File: src/rtl/score_tracker.sv
// Score-check responder: looks up a player's personal best and the global best,
// reports personalwin/globalwin with a one-cycle valid pulse, and updates both records.
module score_tracker #(
  parameter int NUM_PLAYERS = 8,
  parameter int ID_W        = 3,
  parameter int SCORE_W     = 7
) (
  input  logic               clk,
  input  logic               rst,
  input  logic               score_req,
  input  logic [SCORE_W-1:0] score_in,
  input  logic [ID_W-1:0]    intPlayID_in,
  input  logic               isGuest_in,
  input  logic               clear_scores,
  output logic               valid,
  output logic               personalwin,
  output logic               globalwin,
  output logic               busy,
  output logic [SCORE_W-1:0] global_score,
  output logic [ID_W-1:0]    global_id,
  output logic               global_isGuest,
  output logic [1:0]         state_dbg
);

  // Handshake: score_req is a one-cycle pulse accepted only while busy=0; each accepted
  // request yields exactly one valid pulse two edges later, flags held until the next accept.
  typedef enum logic [1:0] {
    IDLE    = 2'd0,
    LOOKUP  = 2'd1,
    COMPARE = 2'd2,
    RESPOND = 2'd3
  } state_t;

  state_t             state_q, state_d;
  logic [SCORE_W-1:0] score_q, score_d;
  logic [ID_W-1:0]    id_q, id_d;
  logic               guest_q, guest_d;
  logic [SCORE_W-1:0] pb_q, pb_d;
  logic [SCORE_W-1:0] gscore_q, gscore_d;
  logic [ID_W-1:0]    gid_q, gid_d;
  logic               gguest_q, gguest_d;
  logic               valid_q, valid_d;
  logic               pwin_q, pwin_d;
  logic               gwin_q, gwin_d;
  logic [SCORE_W-1:0] pb_tab_q [NUM_PLAYERS];
  logic [SCORE_W-1:0] pb_tab_d [NUM_PLAYERS];
  logic               pw, gw;

  // Strict unsigned compares: ties and zero scores never win.
  assign pw = !guest_q && (score_q > pb_q);
  assign gw = score_q > gscore_q;

  always_comb begin
    state_d  = state_q;
    score_d  = score_q;
    id_d     = id_q;
    guest_d  = guest_q;
    pb_d     = pb_q;
    gscore_d = gscore_q;
    gid_d    = gid_q;
    gguest_d = gguest_q;
    valid_d  = valid_q;
    pwin_d   = pwin_q;
    gwin_d   = gwin_q;
    pb_tab_d = pb_tab_q;
    case (state_q)
      IDLE: begin
        if (score_req) begin
          score_d = score_in;
          id_d    = intPlayID_in;
          guest_d = isGuest_in;
          pwin_d  = 1'b0;
          gwin_d  = 1'b0;
          state_d = LOOKUP;
        end else if (clear_scores) begin
          for (int i = 0; i < NUM_PLAYERS; i++) pb_tab_d[i] = '0;
          gscore_d = '0;
          gid_d    = '0;
          gguest_d = 1'b0;
        end
      end
      LOOKUP: begin
        // Guests never touch the personal table.
        pb_d    = guest_q ? '0 : pb_tab_q[id_q];
        state_d = COMPARE;
      end
      COMPARE: begin
        pwin_d  = pw;
        gwin_d  = gw;
        valid_d = 1'b1;
        if (pw) pb_tab_d[id_q] = score_q;
        if (gw) begin
          gscore_d = score_q;
          gid_d    = id_q;
          gguest_d = guest_q;
        end
        state_d = RESPOND;
      end
      RESPOND: begin
        valid_d = 1'b0;
        state_d = IDLE;
      end
      default: begin
        valid_d = 1'b0;
        state_d = IDLE;
      end
    endcase
  end

  always_ff @(posedge clk or negedge rst) begin
    if (!rst) begin
      state_q  <= IDLE;
      score_q  <= '0;
      id_q     <= '0;
      guest_q  <= 1'b0;
      pb_q     <= '0;
      gscore_q <= '0;
      gid_q    <= '0;
      gguest_q <= 1'b0;
      valid_q  <= 1'b0;
      pwin_q   <= 1'b0;
      gwin_q   <= 1'b0;
      for (int i = 0; i < NUM_PLAYERS; i++) pb_tab_q[i] <= '0;
    end else begin
      state_q  <= state_d;
      score_q  <= score_d;
      id_q     <= id_d;
      guest_q  <= guest_d;
      pb_q     <= pb_d;
      gscore_q <= gscore_d;
      gid_q    <= gid_d;
      gguest_q <= gguest_d;
      valid_q  <= valid_d;
      pwin_q   <= pwin_d;
      gwin_q   <= gwin_d;
      for (int i = 0; i < NUM_PLAYERS; i++) pb_tab_q[i] <= pb_tab_d[i];
    end
  end

  assign valid          = valid_q;
  assign personalwin    = pwin_q;
  assign globalwin      = gwin_q;
  assign busy           = (state_q != IDLE);
  assign global_score   = gscore_q;
  assign global_id      = gid_q;
  assign global_isGuest = gguest_q;
  assign state_dbg      = state_q;

endmodule

File: config.mk
export PLATFORM = sky130hd
export DESIGN_NAME = score_tracker
export DESIGN_NICKNAME = d
export VERILOG_FILES = /design/src/rtl/score_tracker.sv
export SDC_FILE = /design/constraint.sdc
export NUM_CORES = 1
export LEC_CHECK = 0
export BUFFER_PORTS_ARGS = -buffer_cell sky130_fd_sc_hd__buf_2
export CORE_MARGIN = 4
export CORE_UTILIZATION = 25
export CTS_CLUSTER_SIZE = 16
export DETAILED_ROUTE_END_ITERATION = 10
export PLACE_DENSITY = 0.4
export REMOVE_ABC_BUFFERS = 1
export SYNTH_ARGS = -nofsm -noshare
export SYNTH_HDL_FRONTEND = slang
export SYNTH_SLANG_ARGS = --single-unit
File: constraint.sdc
create_clock -name clk -period 1.79 [get_ports clk]
set_input_delay 0 -clock clk [delete_from_list [all_inputs] [get_ports clk]]
set_output_delay 0 -clock clk [all_outputs]
set_load 0.02 [all_outputs]
# Word level (Yosys, flattened, before mapping)
# Index checks and enable logic that the tools add are counted.
# totals
out_inout_bits,17
word_cells,72
input_bits,15
regBits,90
# op_classes
eq_ne,8
reduce_logical,11
n_lt_le_gt_ge,4
mux,29
bitwise,1
# ops
cell,count
$mux W56,3
$pmux W56 S2,1
$bwmux W56,1
$mux W7,7
$bmux W7 S3,1
$demux W7 S3,1
$gt A7 B7 Y1,2
$pmux W7 S2,1
$ne A2 B2 Y1 const B,5
$mux W3,3
$pmux W1 S2,4
$pmux W2 S4,1
$reduce_and A4 Y1,2
$pmux W3 S2,1
$reduce_bool A2 Y1,3
$eq A2 B2 Y1 const B,2
$ge A4 B4 Y1 const B,1
$lt A4 B1 Y1 const B,1
$mux W1,4
$not A3 Y4,1
$reduce_and A2 Y1,2
$eq A2 B1 Y1 const B,1
$logic_and A1 B1 Y1,2
$logic_not A2 Y1,1
2 further kinds,2

# Logic depth before layout (Yosys ltp)
# logic_depth
word_depth,8
mapped_depth,9
ltp_nobuf,6

# Worst setup path before layout
# OpenSTA, ideal clock, no wires.
# synth_timing
path_type,register to register
from,reg gscore_q[6] (netlist: global_score[6])
to,reg gscore_q[6] (netlist: global_score[6])
stages_incl_launch_ff,8
t_arrival_ns,1.932
path_slack_ns,-0.263
synth_period_minus_slack_ns,2.053
t_required_ns,1.669
cell_sequence,dfrtp_1 inv_1 ha_1 and4_1 buf_2 a21boi_1 o221ai_1 a22o_1
# synth_via
elab_chain_len,3
# synth_lines
item,line_no,rtl
start: declaration,39,"logic [SCORE_W-1:0] gscore_q, gscore_d;"
start signal: assignment,130,gscore_q <= gscore_d;
$gt A7 B7 Y1,51,assign gw = score_q > gscore_q;
$ne A2 B2 Y1 (no line),n/a,
$reduce_and A4 Y1 (no line),n/a,
# Every way passes these cells.
# A chain may end at the register's enable or synchronous reset.

# Final worst setup path
# layout_timing
from,reg score_q[6]
to,reg pb_tab_q[39] (netlist bit)
# layout_via
elab_chain_len,4
# layout_lines
item,line_no,rtl
start: declaration,35,"logic [SCORE_W-1:0] score_q, score_d;"
start signal: assignment,126,score_q <= score_d;
$gt A7 B7 Y1,50,assign pw = !guest_q && (score_q > pb_q);
$logic_and A1 B1 Y1,50,
$ne A2 B2 Y1 (no line),n/a,
$reduce_and A4 Y1 (no line),n/a,
end: declaration,45,logic [SCORE_W-1:0] pb_tab_q [NUM_PLAYERS];
# Every way passes these cells.

==> flow_metrics.env <==
export IMPL_outcome="complete, but fails checks"
export IMPL_violations="negative setup slack"
export IMPL_min_path_type="primary input to flop"
export IMPL_cts_root_buffer="clkbuf_16"
export IMPL_finalSetupViolCount=68
export IMPL_synth_xor_area_frac=0
export IMPL_synth_top_area_frac=0.428
export IMPL_layout_setup_ws_ns=-0.187
export IMPL_endpoint_kind="flop"
export IMPL_finalWirelength_microns=16200
export IMPL_yosysMostFrequentCell="dfrtp_1"
export IMPL_drive_gt1_frac=0.312
export IMPL_final_hold_viol_count=0
export IMPL_slew_limit_headroom=0.635
export IMPL_areaGrowthSynthToFinish_pct=34.1
export IMPL_crit_path_start_kind="flop"
export IMPL_arrival_ns=2.25
export IMPL_first_global_vias=4482
export IMPL_synth_distinct_cells=49
export IMPL_final_setup_tns_ns=-9.74
export IMPL_clkSinkCount=90
export IMPL_via_per_inst=4.93
export IMPL_syn_area_sq_um=5260
export IMPL_synth_area_leaders="dfrtp_1 (43%), mux2i_1 (12%), o21ai_0 (6.7%)"
export IMPL_track_usage=0.143
export IMPL_avgRoutedWirePerCell_microns=18.2
export IMPL_core_sq_um=20500
export IMPL_clkPwrFrac=0.157
export IMPL_synth_flop_cell="dfrtp_1"
export IMPL_vias=4395
export IMPL_port_buffers=31
export IMPL_maxCapViolations=0
export IMPL_hpwlAfterDp_microns=11100
export IMPL_power_density_nw_per_um2=1840
export IMPL_final_nets=650
export IMPL_max_freq_mhz=506
export IMPL_die_w_microns=153
export IMPL_yosys_register_bits=90
export IMPL_fin_skew_ns=0.00916
export IMPL_crit_fanout=7
export IMPL_synth_warnings=0
export IMPL_regToRegStartpoint="score_q[6]"
export IMPL_p_comb_frac=0.591
export IMPL_async_flop_share=1.00
export IMPL_clk_latency_ns=0.36
export IMPL_antenna_found_initial=0
export IMPL_synth_fa_ha_area_frac=0.0452
export IMPL_wl_met1_microns=8290
export IMPL_initial_core_util=0.257
export IMPL_std_cell_rows=52
export IMPL_cts_tree="done"
export IMPL_wl_met2_microns=7140
export IMPL_synth_mux_area_frac=0.171
export IMPL_antenna_cells=0
export IMPL_avgSynthCellArea_sq_um=10.2
export IMPL_wl_met3_microns=584
export IMPL_gp_congestion=0.778
export IMPL_switching_share=0.430
export IMPL_die_area_sq_um=23400
export IMPL_critical_path_startpoint="score_q[6]"
export IMPL_final_core_utilization=0.344
export IMPL_synth_compound_area_frac=0.237
export IMPL_max_vdd_ir_drop_mv=0.602
export IMPL_synth_area_leader_cell="dfrtp_1"
export IMPL_grt_start_max_net_pins=91
export IMPL_p_switching_w=0.00560
export IMPL_synth_common_cells="dfrtp_1 (90), o21ai_0 (70), a21oi_1 (66)"
export IMPL_highest_layer="met4"
export IMPL_slew_violations=0
export IMPL_worstSetupPathType="flop to flop"
export IMPL_io_pins=32
export IMPL_layout_min_cycle_time_ns=1.98
export IMPL_final_area_sq_um=7060
export IMPL_drt_iter0_drc=223
export IMPL_p_leak_nw=2.92
export IMPL_htreeDepth=3
export IMPL_grt_pass1_wl_microns=26500
export IMPL_period_share=1.10
export IMPL_clkTransAtPathRegs_ns=0.07
export IMPL_dieHeight_microns=153
export IMPL_synthCells=516
export IMPL_dpl_cell_area_sq_um=6280
export IMPL_whs_ns=0.152
export IMPL_intPower_w=0.00742
export IMPL_synthSimpleGateAreaFrac=0.0647
export IMPL_firstDrtPassIters=4
export IMPL_crit_required_ns=2.06
export IMPL_worstMarginPinSlew_ns=0.547
export IMPL_p_seq_frac=0.251
export IMPL_route_detailed_drc=0
export IMPL_synth_top_family_by_area="compound AO/OA/AOI/OAI gates"
export IMPL_ant_nets=0
export IMPL_rsz0062_at_grt="yes"
export IMPL_grt_overflow_total=0
export IMPL_min_from="score_req"
export IMPL_synth_edf_count=0
export IMPL_ys_seq_area_frac=0.428
export IMPL_clockBufferDepth=2
export IMPL_cts_buffers=9
-- per-layer routing --
layer / track usage / up-vias
li1: - / 2100
met1: 0.211 / 2211
met2: 0.213 / 73
met3: 0.0348 / 11
met4: 0.0289 / 0
met5: 0 / -
-- critical path, stage by stage (launching register included) --
cell and delay [ns]:
dfrtp_1 0.41, ha_4 0.29, nand2_2 0.05, o21a_1 0.21
buf_12 0.15, a2111oi_4 0.39, buf_4 0.21, mux2i_1 0.18
-- layout make-up --
cell class	instances	area, sq um
Inverter	27	101
Tap cell	270	338
Clock inverter	5	61.3
Timing Repair Buffer	128	1100
Fill cell	2077	13400
Clock buffer	11	253
Sequential cell	90	2250
Multi-Input combinational cell	360	2950
-- final timing paths --
kind                           endpoint  slack [ns]  depth (start not counted)
max                        pb_tab_q[39]       -0.19                          7
min                        state_dbg[0]        0.15                          3
max reg2reg                pb_tab_q[39]       -0.19                          7
min reg2reg                   globalwin        0.49                          1
max in group asynchronous  pb_tab_q[46]        1.13                          3
min in group asynchronous  global_id[1]        0.25                          3
-- power by group through the flow --
stage               combinational (W)  sequential, W  clock [W]
detailed placement            0.00683        0.00329          0
global placement              0.00678        0.00326          0
CTS                           0.00739        0.00326    0.00209
finish                        0.00770        0.00327    0.00205
global route                  0.00848        0.00338    0.00219
floorplan                     0.00349        0.00349          0
-- through the flow --
stage                     total power, W  setup WS [ns]  cells
after floorplan                  0.00698          -1.64    476
after global placement            0.0100         -0.265    854
after detailed placement          0.0101         -0.316    854
after CTS                         0.0127         -0.199    886
after global routing              0.0140         -0.309    891
final                             0.0130         -0.187    891
-- placed cells by master (no fill, tap or decap), drive strengths merged, types with 2 or more instances in the layout --
cell         Yosys  final
inv             27     28
nor3b            2      2
nand2b           6      6
nand3            4      4
a221oi           5      5
o211ai           7      7
o21a             2      3
buf             14    116
and3             2      2
nand3b           8      8
o22ai            4      4
a211oi          11     11
a22o             9      9
a32o             2      2
a21o             2      2
dlygate4sd3      0     12
mux4             5      5
clkbuf          26     11
ha              19     19
a21oi           66     66
mux2i           64     64
a31oi            3      3
nand2           28     28
dfrtp           90     90
clkinvlp         0      3
or2b             2      2
nor2b            2      2
mux2            13     13
nor2             4      4
a2111oi          3      3
o21ai           70     70
-- kinds of logic after synthesis --
kind of cell | Yosys count
AOI/OAI and AO/OA | 193
DFF | 90
muxes | 82
buffers and inverters | 67
and+or+nand+nor | 65
adders and majority gates | 19
-- flip-flops by register name (all words and copies together), names as in the netlist --
name	flops
pb_q	7
global_score	7
guest_q	1
state_dbg	2
global_isGuest	1
pb_tab_q	56
valid	1
personalwin	1
score_q	7
id_q	3
global_id	3
globalwin	1
-- repair_timing --
item	4_1_cts	5_1_grt
endpoints found under the hold margin	101	0
hold buffers	12	0
pin swaps	13	21
resized for setup	34	20
setup buffers	3	5
setup endpoints to repair	69	70
gates cloned	1	0
(Power assumes the default switching activity.)
